<file path="config.mk">
export PLATFORM = sky130hd
export DESIGN_NAME = ahb_gpio_irq
export DESIGN_NICKNAME = d
export VERILOG_FILES = /design/src/rtl/gpio_irq_pkg.sv /design/src/rtl/gpio_sync_edge.sv /design/src/rtl/ahb_gpio_irq.sv
export SDC_FILE = /design/constraint.sdc
export NUM_CORES = 1
export LEC_CHECK = 0
export BUFFER_PORTS_ARGS = -buffer_cell sky130_fd_sc_hd__buf_4
export CORE_MARGIN = 2
export CORE_UTILIZATION = 25
export CTS_CLUSTER_SIZE = 12
export DETAILED_ROUTE_END_ITERATION = 10
export SETUP_SLACK_MARGIN = 0.1
export SYNTH_ARGS = -nofsm -noshare
export SYNTH_HDL_FRONTEND = slang
export SYNTH_SLANG_ARGS = --single-unit
</file>
<file path="constraint.sdc">
create_clock -name clk -period 3.2 [get_ports clk]
set_input_delay 0.16 -clock clk [delete_from_list [all_inputs] [get_ports clk]]
set_output_delay 0.16 -clock clk [all_outputs]
set_load 0.05 [all_outputs]
</file>
<file path="src/rtl/gpio_irq_pkg.sv">
// Shared definitions for the AHB-Lite GPIO peripheral with edge interrupts.
// Holds the register word offsets (haddr[5:2]), the word transfer size
// and the layout of the registered address-phase information.
package gpio_irq_pkg;

  // Word index of each register, i.e. byte offset >> 2.
  localparam logic [3:0] OFS_OUT     = 4'h0;
  localparam logic [3:0] OFS_DIR     = 4'h1;
  localparam logic [3:0] OFS_IN      = 4'h2;
  localparam logic [3:0] OFS_IRQ_EN  = 4'h3;
  localparam logic [3:0] OFS_RISE_EN = 4'h4;
  localparam logic [3:0] OFS_FALL_EN = 4'h5;
  localparam logic [3:0] OFS_STATUS  = 4'h6;
  localparam logic [3:0] OFS_OUT_SET = 4'h7;
  localparam logic [3:0] OFS_OUT_CLR = 4'h8;

  localparam logic [2:0] HSIZE_WORD = 3'b010;

  // Address-phase information carried into the data phase.
  typedef struct packed {
    logic       valid;
    logic       write;
    logic       word;
    logic [3:0] idx;
  } aphase_t;

endpackage

</file>
<file path="src/rtl/gpio_sync_edge.sv">
// Input synchroniser and edge detector for the GPIO pins.
// Ports:
//   clk, resetn : clock and asynchronous active-low reset
//   pin         : asynchronous pin inputs
//   sync        : pins after SYNC_STAGES flops
//   rise, fall  : one-cycle pulses on a 0->1 / 1->0 transition of sync
module gpio_sync_edge #(
  parameter int unsigned IO_WIDTH    = 8,
  parameter int unsigned SYNC_STAGES = 2
) (
  input  logic                clk,
  input  logic                resetn,
  input  logic [IO_WIDTH-1:0] pin,
  output logic [IO_WIDTH-1:0] sync,
  output logic [IO_WIDTH-1:0] rise,
  output logic [IO_WIDTH-1:0] fall
);

  logic [IO_WIDTH-1:0] stage_q [SYNC_STAGES];
  logic [IO_WIDTH-1:0] prev_q;

  // Everything resets to 0 so a high pin after reset looks like a rise,
  // which is harmless because the edge enables also reset to 0.
  always_ff @(posedge clk or negedge resetn) begin
    if (!resetn) begin
      for (int unsigned i = 0; i < SYNC_STAGES; i++) begin
        stage_q[i] <= '0;
      end
      prev_q <= '0;
    end else begin
      stage_q[0] <= pin;
      for (int unsigned i = 1; i < SYNC_STAGES; i++) begin
        stage_q[i] <= stage_q[i-1];
      end
      prev_q <= stage_q[SYNC_STAGES-1];
    end
  end

  assign sync = stage_q[SYNC_STAGES-1];
  assign rise = sync & ~prev_q;
  assign fall = ~sync & prev_q;

endmodule

</file>
<file path="src/rtl/ahb_gpio_irq.sv">
// AHB-Lite GPIO peripheral: per-bit direction, atomic set/clear of outputs,
// synchronised inputs and edge-triggered level interrupt. Zero wait states.
// Ports:
//   clk, resetn        : clock and asynchronous active-low reset
//   ahb_s0_*           : AHB-Lite slave port (hready always 1, hresp always OKAY)
//   ext_input_io       : asynchronous pin inputs
//   ext_output_io      : pin output values (OUT register)
//   ext_oe_o           : per-bit output enable (DIR register)
//   irq_o              : registered level interrupt, |(STATUS & IRQ_EN)
module ahb_gpio_irq
  import gpio_irq_pkg::*;
#(
  parameter int unsigned IO_WIDTH    = 8,
  parameter int unsigned SYNC_STAGES = 2
) (
  input  logic                clk,
  input  logic                resetn,
  input  logic                ahb_s0_hsel_i,
  input  logic [31:0]         ahb_s0_haddr_i,
  input  logic                ahb_s0_hwrite_i,
  input  logic [2:0]          ahb_s0_hsize_i,
  input  logic [1:0]          ahb_s0_htrans_i,
  input  logic [31:0]         ahb_s0_hwdata_i,
  output logic                ahb_s0_hready_o,
  output logic                ahb_s0_hresp_o,
  output logic [31:0]         ahb_s0_hrdata_o,
  input  logic [IO_WIDTH-1:0] ext_input_io,
  output logic [IO_WIDTH-1:0] ext_output_io,
  output logic [IO_WIDTH-1:0] ext_oe_o,
  output logic                irq_o
);

  aphase_t aphase_d, dphase_q;

  logic [IO_WIDTH-1:0] out_q, out_d;
  logic [IO_WIDTH-1:0] dir_q, dir_d;
  logic [IO_WIDTH-1:0] irq_en_q, irq_en_d;
  logic [IO_WIDTH-1:0] rise_en_q, rise_en_d;
  logic [IO_WIDTH-1:0] fall_en_q, fall_en_d;
  logic [IO_WIDTH-1:0] status_q, status_d;
  logic [IO_WIDTH-1:0] w1c_mask;
  logic [IO_WIDTH-1:0] rd_val;
  logic [IO_WIDTH-1:0] wdata;
  logic [IO_WIDTH-1:0] pin_sync, pin_rise, pin_fall;
  logic                wr_en;
  logic                rd_en;
  logic                irq_q;
  logic                unused_bits;

  gpio_sync_edge #(
    .IO_WIDTH   (IO_WIDTH),
    .SYNC_STAGES(SYNC_STAGES)
  ) u_sync_edge (
    .clk   (clk),
    .resetn(resetn),
    .pin   (ext_input_io),
    .sync  (pin_sync),
    .rise  (pin_rise),
    .fall  (pin_fall)
  );

  // hready is tied high, so every selected non-idle transfer is accepted.
  always_comb begin
    aphase_d.valid = ahb_s0_hsel_i & ahb_s0_htrans_i[1];
    aphase_d.write = ahb_s0_hwrite_i;
    aphase_d.word  = (ahb_s0_hsize_i == HSIZE_WORD);
    aphase_d.idx   = ahb_s0_haddr_i[5:2];
  end

  assign wr_en = dphase_q.valid & dphase_q.write & dphase_q.word;
  assign rd_en = dphase_q.valid & ~dphase_q.write;
  assign wdata = ahb_s0_hwdata_i[IO_WIDTH-1:0];

  always_comb begin
    out_d     = out_q;
    dir_d     = dir_q;
    irq_en_d  = irq_en_q;
    rise_en_d = rise_en_q;
    fall_en_d = fall_en_q;
    w1c_mask  = '0;
    if (wr_en) begin
      case (dphase_q.idx)
        OFS_OUT:     out_d     = wdata;
        OFS_DIR:     dir_d     = wdata;
        OFS_IRQ_EN:  irq_en_d  = wdata;
        OFS_RISE_EN: rise_en_d = wdata;
        OFS_FALL_EN: fall_en_d = wdata;
        OFS_STATUS:  w1c_mask  = wdata;
        OFS_OUT_SET: out_d     = out_q | wdata;
        OFS_OUT_CLR: out_d     = out_q & ~wdata;
        default:     ;
      endcase
    end
    // Set terms are ORed in after the clear so a coincident edge wins.
    status_d = (status_q & ~w1c_mask) | (pin_rise & rise_en_q) | (pin_fall & fall_en_q);
  end

  always_ff @(posedge clk or negedge resetn) begin
    if (!resetn) begin
      dphase_q  <= '0;
      out_q     <= '0;
      dir_q     <= '0;
      irq_en_q  <= '0;
      rise_en_q <= '0;
      fall_en_q <= '0;
      status_q  <= '0;
      irq_q     <= 1'b0;
    end else begin
      dphase_q  <= aphase_d;
      out_q     <= out_d;
      dir_q     <= dir_d;
      irq_en_q  <= irq_en_d;
      rise_en_q <= rise_en_d;
      fall_en_q <= fall_en_d;
      status_q  <= status_d;
      irq_q     <= |(status_q & irq_en_q);
    end
  end

  always_comb begin
    rd_val = '0;
    if (rd_en) begin
      case (dphase_q.idx)
        OFS_OUT:     rd_val = out_q;
        OFS_DIR:     rd_val = dir_q;
        OFS_IN:      rd_val = pin_sync;
        OFS_IRQ_EN:  rd_val = irq_en_q;
        OFS_RISE_EN: rd_val = rise_en_q;
        OFS_FALL_EN: rd_val = fall_en_q;
        OFS_STATUS:  rd_val = status_q;
        default:     rd_val = '0;
      endcase
    end
  end

  // Zero-extend so IO_WIDTH = 32 needs no special case.
  always_comb begin
    ahb_s0_hrdata_o                 = '0;
    ahb_s0_hrdata_o[IO_WIDTH-1:0]   = rd_val;
  end

  assign ahb_s0_hready_o = 1'b1;
  assign ahb_s0_hresp_o  = 1'b0;
  assign ext_output_io   = out_q;
  assign ext_oe_o        = dir_q;
  assign irq_o           = irq_q;

  assign unused_bits = ^{ahb_s0_haddr_i[31:6], ahb_s0_haddr_i[1:0], ahb_s0_hwdata_i};

endmodule

</file>
# [Word-level counts from Yosys, hierarchy flattened]
# Cells that the tools add are included.
# Widths: inputs -> output; s select.
[word_totals] regBits=80 elab_cells=55 ram_bits=0 latchBits=0 n_memories=0 mem_bits_ro=0
[classes] div=0 add_sub_neg=0 mux=5 magnitude_cmp=0 multipliers=0 shifts=0 reduce_logical=8 n_bitwise=19 n_eq_ne=9
[ops] cell="$and 8x8->8" n=7
[ops] cell="$pmux 8 s7" n=1
[ops] cell="$not 8->8" n=4
[ops] cell="$mux 8" n=3
[ops] cell="$or 8x8->8" n=3
[ops] cell="$pmux 8 s3" n=1
[ops] cell="$eq 4x3->1 const B" n=4
[ops] cell="$reduce_and 2->1" n=5
[ops] cell="$eq 4x2->1 const B" n=2
[ops] cell="$reduce_or 8->1" n=1
[ops] cell="$and 1x1->1" n=4
[ops] cell="$eq 4x1->1 const B" n=1
[ops] cell="$eq 4x4->1 const B" n=1
[ops] cell="$logic_not 4->1" n=1
[ops] cell="$eq 3x2->1 const B" n=1
[ops] cell="$reduce_bool 3->1" n=1
[ops] cell="$not 1->1" n=1

# [Depth between registers and ports, before layout]
[logic_depth] depth_word=7 mapped_depth=6

# [Hierarchy]
# From an unflattened synthesis, not the netlist that was laid out.
[unflattened] cells_unflattened=307 hier_area_um2=3823.7
[modules_own_cells] mod="ahb_gpio_irq" cells_each=259 instances=1 area_each_um2=3022.9
[modules_own_cells] mod="gpio_sync_edge" cells_each=48 instances=1 area_each_um2=800.8

# [Least setup slack after synthesis]
# No wires, ideal clock.
[synth_path] path_kind="flip-flop to output port" startpoint="register dphase_q[1] (netlist bit)" endpoint="output port ahb_s0_hrdata_o[0]" t_required_ns=3.040 stages_incl_launch_ff=6 path_slack_ns=1.058 n_path_buf=1 arrival_time_ns=1.982 path_cell_list="dfrtp_1 > buf_2 > nor2b_1 > a32oi_1 > a31o_2 > a21oi_1"
[synth_between] elab_chain_len=3 elab_cells_between_ends=9 classes_between="eq/ne: 6; mux: 2; reduce/logical: 1"
[synth_rtl] item="start, declared" line_no="ahb_gpio_irq.sv:33" source="aphase_t aphase_d, dphase_q;"
[synth_rtl] item="start signal, assigned" line_no="ahb_gpio_irq.sv:109" source="dphase_q <= aphase_d;"
[synth_rtl] item="$eq 4x3->1, or another cell as far along" line_no="ahb_gpio_irq.sv:123" source="case (dphase_q.idx)"
[synth_rtl] item="$pmux 8 s7 (*)" line_no="ahb_gpio_irq.sv:123"
[synth_rtl] item="$mux 8 (*)" line_no="ahb_gpio_irq.sv:122" source="if (rd_en) begin"
[synth_rtl] item="end, declared" line_no="ahb_gpio_irq.sv:26" source="output logic [31:0] ahb_s0_hrdata_o,"
# Mark *: on every way between the ends. The rest lies on a longest branch, timed or not.

# [Worst setup path after layout]
[layout_path] startpoint="register dphase_q[2] (netlist bit)" endpoint="output port ahb_s0_hrdata_o[6]"
# The elaborated chain is that of the path after synthesis.

==> summary.txt <==
Status = complete, but fails checks
Violated checks = negative hold slack
Area delta synth->final = 23.9%
CTS resizes = 0
GRT overflow = 0
Worst min path class = in -> async
Top-count cell post-synth = dfrtp_1
Htree depth = 3
Synth Area in Compound Gates = 13.2%
Width of the chip = 125 um
Top cells by area, synth = dfrtp_1, mux2_2, buf_4
Setup crit end kind = output port
Critical Path RT = 3.04 ns
Worst slew pin tran = 1.00 ns
Fin util = 31.5%
GRT Util Overall = 12.3%
VDD IR-drop max = 0.189 mV
Synth Area in Adders = 0%
Yosys top cell by area = dfrtp_1
Post-synth EDFFs = 0
Register area share after synthesis = 54.3%
CP Max Fanout = 19
Initial antenna violation count = 0
Clock Skew = 0.00372 ns
First-pass GRT wire length = 14.7 mm
Total I/O pin count = 132
Minimum clock period = 2.76 ns
Vias in the first global route = 2,592
Worst reg-to-reg setup slack = 0.89 ns
Setup-failing EPs final = 0
Vert. Die Dim = 125 um
Post-DRT Antenna Nets = 0
Worst skew pair latency = 0.34 ns
Worst hold slack = -0.0304 ns
Setup TNS = 0 ns
Core area = 0.0145 mm^2
Final hold vios = 21
Final nets = 455
Synthesized area per cell = 12.1 um^2
Ys async rst share = 100%
Placed cells = 532
Number of distinct library cells after synthesis = 48
Die ar. = 0.0157 mm^2
Final GP Congestion = 0.843
Setup crit start kind = flip-flop
Worst-case clock buffer depth = 2
Drt wl/cell = 16.5 um
DRC = 0
WS Path Type = reg -> out
Mux share of post-synthesis cell area = 13.4%
Share of cells above drive strength 1 = 31.3%
Max Cap Viol = 0
1st-iter DRT viols = 158
Fmax = 363 MHz
Initial core utilization = 25.4%
Routed vias = 2,594
Largest family of logic cells by synthesized area = multiplexers
Yosys warnings = 0
Cts bufs inserted = 9
Post-synthesis simple-gate area fraction = 11.2%
Rows = 44
Final Instance Count excl. Fillers = 561
Post-Synth XOR/XNOR Area = 0%
PortBufs = 52
List of most frequent post-synthesis cells = dfrtp_1, mux2_2, buf_4, nand2_1, a22o_1
Ys flop type = dfrtp_1
Total power = 0.00232 W
Clock-pin slew on the worst setup and hold paths = 0.06 ns
RSZ-0062 raised after global routing = false
CTS root buffer = clkbuf_16
Synthesized area = 0.00368 mm^2
DP HPWL = 6.43 mm
Largest net degree at the start of global routing = 81
Top-area cell type share of the netlist area = 54.3%
Final Cycle Share = 86.2%
Power Density = 508 mW/mm^2
CTS tree = built
Placed inst area = 0.00416 mm^2
Clock sinks = 80
Vias per inst = 4.62
Worst Path Arrival = 2.60 ns
Post-Syn Instances = 304
Total routed wirelength = 9.26 mm
Drt pass-1 iters = 4
Slew Limit Fails = 0
Finished Cell Area = 0.00457 mm^2
Static leakage = 1.96 nW
N_diodes = 0
Seq cells post-synth = 80
Worst slew margin = 33.1%
[path summary, 6_finish.rpt]
check / startpoint / endpoint / cells after the start
min reg2reg: u_sync_edge.stage_q[12] / u_sync_edge.sync[4] / 0
min: resetn / u_sync_edge.stage_q[9] / 1
max: dphase_q[2] / ahb_s0_hrdata_o[6] / 6
max reg2reg: dphase_q[2] / fall_en_q[0] / 4
min in group clk: ahb_s0_htrans_i[1] / dphase_q[6] / 2
max in group asynchronous: resetn / status_q[0] / 1
[where the power goes]
| group | switching (W) | total, W | internal, W |
|---|---|---|---|
| Combinational | 0.000197 | 0.000306 | 0.000109 |
| Clock | 0.000369 | 0.000905 | 0.000537 |
| Sequential | 0.0000483 | 0.00111 | 0.00106 |
[sequential cells by signal (all words and copies together), names as in the netlist]
| signal | cells |
|---|---|
| ext_output_io | 8 |
| u_sync_edge.sync | 8 |
| dphase_q | 7 |
| irq_o | 1 |
| ext_oe_o | 8 |
| irq_en_q | 8 |
| fall_en_q | 8 |
| u_sync_edge.prev_q | 8 |
| rise_en_q | 8 |
| status_q | 8 |
| u_sync_edge.stage_q | 8 |
[through the flow]
step | setup slack (ns) | hold WS [ns]
floorplan | 1.06 | -0.136
global placement | 0.813 | 0.270
detailed placement | 0.805 | 0.271
CTS | 0.427 | 0.0346
global route | 0.254 | 0.0771
finish | 0.442 | -0.0304
[routing by layer]
layer	vias to the layer above	wire length (um)	global-route usage (%)
met5	-	0	0
met4	0	209	5.16
met3	15	527	3.51
met2	94	4220	18.6
met1	1293	4300	16.6
li1	1192	-	-
[critical path: stages (launching register included)]
cell and delay, ns:
dfrtp_1 0.83, buf_4 0.31, mux2_2 0.35, a221oi_1 0.29, o22ai_1 0.10, nor2b_1 0.16, buf_4 0.21
[layout make-up]
cell class,instances,area (um^2)
Fill cell,1469,9910
Sequential cell,80,2000
Multi-Input combinational cell,208,1490
Timing Repair Buffer,72,578
Clock buffer,13,250
Tap cell,184,230
Inverter,3,11.3
Clock inverter,1,5.00
[kinds of logic after synthesis]
family,Yosys count
multiplexers,43
other,2
buffers and inverters,40
AND/OR/NAND/NOR,73
AO/OA/AOI/OAI,66
flip-flops,80
[what timing repair did]
action / CTS / global route
hold buffers: 15 / 0
endpoints found under the setup margin: 0 / 0
buffers inserted: 0 / 0
hold endpoints to repair: 14 / 0
[cell usage in the layout, fill, tap and decap left out, types with 5 or more instances in the layout]
master         count
mux2_2            40
dlygate4sd3_1     15
nor2b_1            8
a22o_1            12
a22oi_1            7
nand2_1           23
o21ai_1            7
nand3_1            5
buf_4             57
conb_1            26
a21o_1             9
nor2_1             8
clkbuf_16          9
nand3b_1           9
o21ai_0            8
dfrtp_1           80
(Power assumes the default switching activity.)
